$ cat config.mk
export PLATFORM = sky130hd
export DESIGN_NAME = rx_accept_ctrl
export DESIGN_NICKNAME = d
export VERILOG_FILES = /design/src/rtl/rx_accept_ctrl.sv
export SDC_FILE = /design/constraint.sdc
export NUM_CORES = 1
export LEC_CHECK = 0
export CORE_AREA = 2 2 123 125
export CTS_BUF_LIST = sky130_fd_sc_hd__clkbuf_8
export CTS_CLUSTER_SIZE = 12
export DETAILED_ROUTE_END_ITERATION = 10
export DIE_AREA = 0 0 125 127
export MAX_ROUTING_LAYER = met4
export PLACE_DENSITY = 0.74
export SLEW_MARGIN = 15
export SYNTH_ARGS = -nofsm -noshare
export SYNTH_HDL_FRONTEND = slang
export SYNTH_SLANG_ARGS = --single-unit
$ cat constraint.sdc
create_clock -name clock -period 2.39 [get_ports clock]
set_clock_uncertainty 0.05 [all_clocks]
set_input_delay 0.5975 -clock clock [delete_from_list [all_inputs] [get_ports clock]]
set_output_delay 0.5975 -clock clock [all_outputs]
set_load 0.1 [all_outputs]
$ cat src/rtl/rx_accept_ctrl.sv
// Receive acceptance controller: captures the frame identifier, scans the
// acceptance filters one per clock and hands accepted frames to the receive buffer.
module rx_accept_ctrl #(
    parameter int NFILT  = 4,
    parameter int FIDX_W = 2
) (
    input  logic                  clock,
    input  logic                  reset,
    input  logic                  rx_done,
    input  logic [17:0]           message_b,
    input  logic [10:0]           message_c,
    input  logic                  extended,
    input  logic [NFILT-1:0]      filt_en,
    input  logic [NFILT-1:0]      filt_ide,
    input  logic [29*NFILT-1:0]   filt_id,
    input  logic [29*NFILT-1:0]   filt_mask,
    output logic                  wr_req,
    input  logic                  wr_ack,
    output logic [28:0]           wr_id,
    output logic                  wr_ide,
    output logic [FIDX_W-1:0]     wr_fidx,
    output logic                  acc_pulse,
    output logic                  rej_pulse,
    output logic                  ovr_pulse,
    output logic                  busy,
    output logic [1:0]            dbg_state
);

    typedef enum logic [1:0] {
        ST_IDLE  = 2'd0,
        ST_SCAN  = 2'd1,
        ST_WRITE = 2'd2
    } state_t;

    state_t                r_state;
    state_t                w_next;
    logic [28:0]           r_id;
    logic                  r_ide;
    logic [FIDX_W-1:0]     r_idx;
    logic [FIDX_W-1:0]     r_fidx;
    logic                  r_acc;
    logic                  r_rej;
    logic                  r_ovr;

    logic [28:0]           w_id;
    logic [NFILT-1:0]      w_hit_vec;
    logic [2**FIDX_W-1:0]  w_hit_ext;
    logic                  w_hit;
    logic                  w_last;
    logic                  w_load;
    logic                  w_take_hit;
    logic                  w_acc;
    logic                  w_rej;
    logic                  w_ovr;

    // Basic frames carry their 11-bit ID in message_b[10:0], placed at the top of the 29-bit ID.
    always_comb begin
        w_id = extended ? {message_c, message_b} : {message_b[10:0], 18'd0};
    end

    always_comb begin
        w_hit_vec = '0;
        for (int k = 0; k < NFILT; k++) begin
            w_hit_vec[k] = filt_en[k] & (filt_ide[k] == r_ide) &
                           (((r_id ^ filt_id[29*k +: 29]) & filt_mask[29*k +: 29]) == 29'd0);
        end
        w_hit_ext = '0;
        w_hit_ext[NFILT-1:0] = w_hit_vec;
    end

    assign w_hit  = w_hit_ext[r_idx];
    assign w_last = (r_idx == FIDX_W'(NFILT - 1));

    always_ff @(posedge clock) begin
        if (reset) begin
            r_state <= ST_IDLE;
        end else begin
            r_state <= w_next;
        end
    end

    always_comb begin
        w_next     = r_state;
        w_load     = 1'b0;
        w_take_hit = 1'b0;
        w_acc      = 1'b0;
        w_rej      = 1'b0;
        w_ovr      = rx_done & (r_state != ST_IDLE);
        case (r_state)
            ST_IDLE: begin
                if (rx_done) begin
                    w_load = 1'b1;
                    w_next = (filt_en == '0) ? ST_WRITE : ST_SCAN;
                end
            end
            ST_SCAN: begin
                if (w_hit) begin
                    w_take_hit = 1'b1;
                    w_next     = ST_WRITE;
                end else if (w_last) begin
                    w_rej  = 1'b1;
                    w_next = ST_IDLE;
                end
            end
            ST_WRITE: begin
                if (wr_ack) begin
                    w_acc  = 1'b1;
                    w_next = ST_IDLE;
                end
            end
            default: w_next = ST_IDLE;
        endcase
    end

    // Frame data only loads in IDLE, so wr_id/wr_ide stay stable for the whole write.
    always_ff @(posedge clock) begin
        if (reset) begin
            r_id   <= '0;
            r_ide  <= 1'b0;
            r_idx  <= '0;
            r_fidx <= '0;
            r_acc  <= 1'b0;
            r_rej  <= 1'b0;
            r_ovr  <= 1'b0;
        end else begin
            r_acc <= w_acc;
            r_rej <= w_rej;
            r_ovr <= w_ovr;
            if (w_load) begin
                r_id   <= w_id;
                r_ide  <= extended;
                r_idx  <= '0;
                r_fidx <= '0;
            end else if (r_state == ST_SCAN && !w_hit && !w_last) begin
                r_idx <= r_idx + FIDX_W'(1);
            end
            if (w_take_hit) begin
                r_fidx <= r_idx;
            end
        end
    end

    assign wr_req    = (r_state == ST_WRITE);
    assign wr_id     = r_id;
    assign wr_ide    = r_ide;
    assign wr_fidx   = r_fidx;
    assign acc_pulse = r_acc;
    assign rej_pulse = r_rej;
    assign ovr_pulse = r_ovr;
    assign busy      = (r_state != ST_IDLE);
    assign dbg_state = r_state;

endmodule

==> results.toml, run 1 <==
[clock_tree]
clk-insertion-delay-late_ns = 0.29
cts.sinks = 39
cts_max_level = 2
cts_buffers = 5
cts_hold_buf = 0
clockRootBuffer = "clkbuf_8"
clk_pin_slew_ns = 0.08
cts_tree = "yes"
cts_buffer_depth = 2

[drt]
vias = 4168
wl_met1_um = 8310
totalWireLength_um = 19600
highest_layer = "met4"
avgViaCountPerCell = 4.84
drc = 0
wire_per_inst_um = 22.7
ant_nets = 0
drt_pass1_iterations = 4
dr_wl_met2_um = 9860
routed-wl-met3_um = 1050
drt_iter0_markers = 190

[floorplan]
row_count = 44
die_y_um = 127
coreArea_sq_um = 14400
die_area_sq_um = 15900
initial_core_util_pct = 23.5
io_pins = 313
die_w_um = 125

[power]
clockPowerShare_pct = 23.6
seq_power_share_pct = 29.8
swShare_pct = 36.4
p_sw_mw = 1.01
powerDensity_nw_per_um2 = 391
leakage_nw = 3.58
peakVddDrop_v = 0.000402
p_int_mw = 1.77
total_power_mw = 2.78
comb_power_share_pct = 46.6

[hold_path]
min_to = "acc_pulse"
min_from = "dbg_state[0]"
min_path_cells = 1
hold_path.class = "flip-flop to flip-flop"

[grt]
grt_pass1_vias = 4497
track_usage_pct = 23.7
global_route.overflow_total = 0
antenna_found_initial = 0
grt_pass1_wl_um = 27600
grt_max_degree = 26

[logic_synthesis]
synthCells = 383
syn_avg_cell_area_sq_um = 8.85
synth.net_count = 658
ys_ff_latch = 39
yosysWarnings = 0
synth-edff-count = 0
synth_cell_types = 41
synthFlopType = "dfxtp_1"
synth_area_sq_um = 3390
seq_area_frac_synth_pct = 23.0
async_reset_ff_share_pct = 0

[setup_path]
cp.required_ns = 2.56
cp.arrival_ns = 2.52
critPathLaunchType = "input port"
r2r-start = "wr_id[23]"
r2r_slack_ns = 0.18
r2r_end = "wr_fidx[1]"
cp-end-kind = "flip-flop"
worstPathMaxFanout = 2
worstSetupPathType = "input port to flip-flop"
crit_start = "filt_id[73]"
rr_worst_depth = 9

[finish]
design_area_sq_um = 7090
diodes = 0
finalNetCount = 951
fin_cells = 861
synthToLayoutAreaGrowth_pct = 109
layout_common_cells = "193 x clkdlybuf4s50_1, 115 x xor2_1, 68 x dlymetal6s2s_1"
final_common_cell = "clkdlybuf4s50_1"
drive_above_1_share_pct = 19.5

[run]
maxCapViolCount = 0

[timing]
setup_viol = 0
finalCriticalPeriod_ns = 2.35
fmax_ghz = 0.425
tns_ns = 0
final_max_slew_viol_count = 0
hold_violations = 0
slew_headroom_pct = 28.8
worstMarginPinSlew_ns = 1.07
period_share_pct = 98.3
fin_ws_ns = 0.0398

[place]
place_area_sq_um = 6620
portBuffers = 312
placed_cells = 854
dp_slack_ns = -0.536
dp_hpwl_um = 16200
gp_congestion = 0.932

[status]
status = "finished clean"
stage by stage:
stage               hold WS (ns)  utilization, %
finish                     0.500            49.2
global route               0.514            49.2
CTS                        0.496            47.1
detailed placement         0.492            45.9
global placement           0.485            45.9
floorplan                  0.464               -
timing repair:
| item | 4_1_cts | 5_1_grt |
|---|---|---|
| setup buffers | 1 | 1 |
| pin swaps | 37 | 63 |
| gates resized for setup | 27 | 90 |
| setup endpoints to repair | 7 | 7 |
worst max-delay path: stages:
cell,delay [ns]
clkdlybuf4s50_1,0.42
xor2_1,0.16
a22oi_1,0.15
nand4_1,0.21
or4_4,0.58
a21oi_2,0.17
o21ai_1,0.08
a21oi_1,0.16
state kept, by name (all words and copies together), names as in the netlist:
name	flops
wr_ide	1
rej_pulse	1
wr_fidx	2
acc_pulse	1
ovr_pulse	1
r_idx	2
dbg_state	2
wr_id	29
logic make-up (layout without fill, tap and decap cells):
family | count (synthesis) | after routing | share of synthesized area, %
DFF | 39 | 39 | 23.0
buffers and inverters | 42 | 336 | 7.72
AOI/OAI and AO/OA | 103 | 103 | 23.4
adders and majority gates | 1 | 1 | 0.369
and+or+nand+nor | 66 | 66 | 11.0
xor gates and xnor gates | 120 | 120 | 31.0
muxes | 12 | 12 | 3.54
cells in the mapped netlist (2+ instances only):
| cell type | instances | share of area (%) |
|---|---|---|
| a22o_1 | 18 | 4.7 |
| xor2_1 | 120 | 31 |
| dfxtp_1 | 39 | 23 |
| nand3_1 | 3 | 0.44 |
| buf_6 | 9 | 3.0 |
| clkbuf_1 | 5 | 0.55 |
| nor3_1 | 2 | 0.30 |
| nor2_1 | 16 | 1.8 |
| nor4_1 | 6 | 1.1 |
| buf_2 | 22 | 3.2 |
| a21oi_1 | 3 | 0.44 |
| a31oi_1 | 2 | 0.37 |
| nand2_1 | 7 | 0.78 |
| nor4b_1 | 2 | 0.52 |
| a22oi_2 | 2 | 0.74 |
| buf_1 | 2 | 0.22 |
| mux2i_1 | 12 | 3.5 |
| nor3b_1 | 4 | 0.89 |
| a22oi_1 | 54 | 12 |
| nand2b_1 | 4 | 0.74 |
| nand4_1 | 14 | 2.6 |
| inv_1 | 2 | 0.22 |
| a211oi_1 | 14 | 3.1 |
| o21ai_0 | 4 | 0.59 |
worst max path at each step:
stage | slack (ns) | cells after the start | to
floorplan | 0.15 | 7 | wr_fidx[0]
global placement | -0.39 | 10 | r_idx[0]
detailed placement | -0.54 | 7 | wr_fidx[0]
CTS | 0.002 | 9 | wr_fidx[1]
global route | -0.005 | 9 | r_idx[0]
finish | 0.04 | 8 | wr_fidx[1]
metal layers:
metal / track usage (%) / vias to the layer above
met3: 4.31 / 24
met1: 28.9 / 1974
met2: 41.2 / 196
met4: 4.51 / 0
li1: - / 1974
met5: - / -
final cells by class:
class | count | area, sq um
Fill cell | 1292 | 7330
Timing Repair Buffer | 326 | 3360
Multi-Input combinational cell | 302 | 2550
Sequential cell | 39 | 821
Tap cell | 184 | 230
Clock buffer | 5 | 68.8
Clock inverter | 3 | 63.8
Inverter | 2 | 7.51
power groups by stage:
stage                     Sequential [mW]  Clock (mW)  Combinational (mW)
after global routing                0.833       0.697                1.37
after floorplan                     0.988           0               0.428
after CTS                           0.824       0.665                1.28
after global placement              0.840           0                1.25
final                               0.826       0.657                1.29
after detailed placement            0.839           0                1.27
No activity file was read; power rests on OpenSTA's default activity.
==> run 2, diff against run 1 <==
==> constraint.sdc (replaced) <==
create_clock -name clock -period 2.75 [get_ports clock]
set_clock_uncertainty 0.05 [all_clocks]
set_input_delay 0.6875 -clock clock [delete_from_list [all_inputs] [get_ports clock]]
set_output_delay 0.6875 -clock clock [all_outputs]
set_load 0.1 [all_outputs]
==> results.toml, run 2 (same netlist as run 1, synthesis figures left out) <==
[grt]
grt_max_degree = 26
grt_pass1_wl_um = 29000
track_usage_pct = 25.3
antenna_found_initial = 2
grt_pass1_vias = 4493
global_route.overflow_total = 0

[setup_path]
worstPathMaxFanout = 3
r2r-start = "wr_id[10]"
critPathLaunchType = "input port"
r2r_slack_ns = 0.30
cp-end-kind = "flip-flop"
rr_worst_depth = 9
worstSetupPathType = "input port to flip-flop"
cp.required_ns = 2.92
cp.arrival_ns = 2.80
r2r_end = "r_idx[0]"

[drt]
drt_pass1_iterations = 4
drt_iter0_markers = 240
vias = 4134
totalWireLength_um = 20400
avgViaCountPerCell = 4.79
ant_nets = 0
drc = 0
wire_per_inst_um = 23.6

[clock_tree]
cts_buffer_depth = 2
clk_pin_slew_ns = 0.08
cts_buffers = 5
cts_hold_buf = 0
clk-insertion-delay-late_ns = 0.29
cts_max_level = 2
cts_setup_buffers = 0
cts.sinks = 39
clockRootBuffer = "clkbuf_8"
cts_tree = "yes"
cts.repair.resized = 0

[timing]
grt_setup_unrepaired = "no"
finalCriticalPeriod_ns = 2.63
slew_headroom_pct = 28.8
fmax_ghz = 0.380
setup_viol = 0
period_share_pct = 95.7
fin_ws_ns = 0.118
whs_ns = 0.575
worstMarginPinSlew_ns = 1.07
hold_violations = 0
final_max_slew_viol_count = 0
tns_ns = 0

[finish]
finalNetCount = 951
synthToLayoutAreaGrowth_pct = 95.1
largest_reg_flops = 29
final_common_cell = "clkdlybuf4s50_1"
layout_common_cells = "273 x clkdlybuf4s50_1, 120 x xor2_1, 54 x a22oi_1"
fin_cells = 863
drive_above_1_share_pct = 10.5

[floorplan]
io_pins = 313
initial_core_util_pct = 23.5
die_w_um = 125
row_count = 44
coreArea_sq_um = 14400
die_y_um = 127
die_area_sq_um = 15900

[status]
status = "finished clean"

[hold_path]
min_from = "r_idx[0]"
min_to = "r_idx[0]"
min_path_cells = 2
hold_path.class = "flip-flop to flip-flop"

[power]
powerDensity_nw_per_um2 = 329
total_power_mw = 2.17
leakage_nw = 2.85
peakVddDrop_v = 0.000296

[place]
dp_hpwl_um = 17600
gp_congestion = 0.993
placed_cells = 853
dp_slack_ns = -0.258
portBuffers = 312

[run]
maxCapViolCount = 0
## run 2: changes by cell type in the layout (fill, tap and decap cells not counted), sizes merged
cell / change
dlymetal6s2s: -68
diode: +3
bufinv: -2
inv: -1
clkdlybuf4s50: +80
dlygate4sd2: -12
clkinv: +2
## run 2: how the worst max path moves through the flow
| stage | start | end | cells after the start |
|---|---|---|---|
| after global routing | filt_id[39] | r_idx[0] | 10 |
| after CTS | filt_id[51] | r_idx[0] | 10 |
| after global placement | filt_id[51] | wr_fidx[0] | 10 |
| final | filt_id[39] | r_idx[0] | 10 |
| after floorplan | dbg_state[0] | busy | 2 |
| after detailed placement | filt_id[51] | r_idx[0] | 10 |
## run 2: layer usage
metal / GRT usage [%] / share of wire [%] / up-vias
met4: 6.27 / 2.3 / 0
li1: - / - / 1981
met2: 43.7 / 50 / 183
met5: - / 0 / -
met1: 30.0 / 42 / 1945
met3: 5.61 / 6.6 / 25
## run 2: cell type report
cell class | instances | area [sq um]
repair buffers | 326 | 3130
fillers | 1406 | 7810
diodes | 3 | 7.51
flip-flops and latches | 39 | 781
clock inverters | 2 | 13.8
multi-input cells | 302 | 2370
inverters | 2 | 7.51
well taps | 184 | 230
clock buffers | 5 | 68.8
## run 2: critical path, stage by stage
cell             delay [ns]
clkdlybuf4s50_1        0.42
xor2_1                 0.15
a22oi_1                0.34
buf_4                  0.18
nand4_1                0.11
nor4_1                 0.25
buf_4                  0.17
nor2_1                 0.06
a21oi_2                0.21
mux2i_1                0.22
## run 2: report_power, final
part | switching (mW) | leakage [nW] | internal, mW
Combinational | 0.529 | 2.49 | 0.563
Clock | 0.204 | 0.0440 | 0.174
Sequential | 0.108 | 0.319 | 0.597
## run 2: per-stage QoR
step                      utilization (%)  instance area, sq um
after global placement               45.1                  6510
after detailed placement             45.1                  6510
final                                45.9                  6610
after CTS                            45.7                  6590
after floorplan                         -                  3400
after global routing                 45.8                  6610
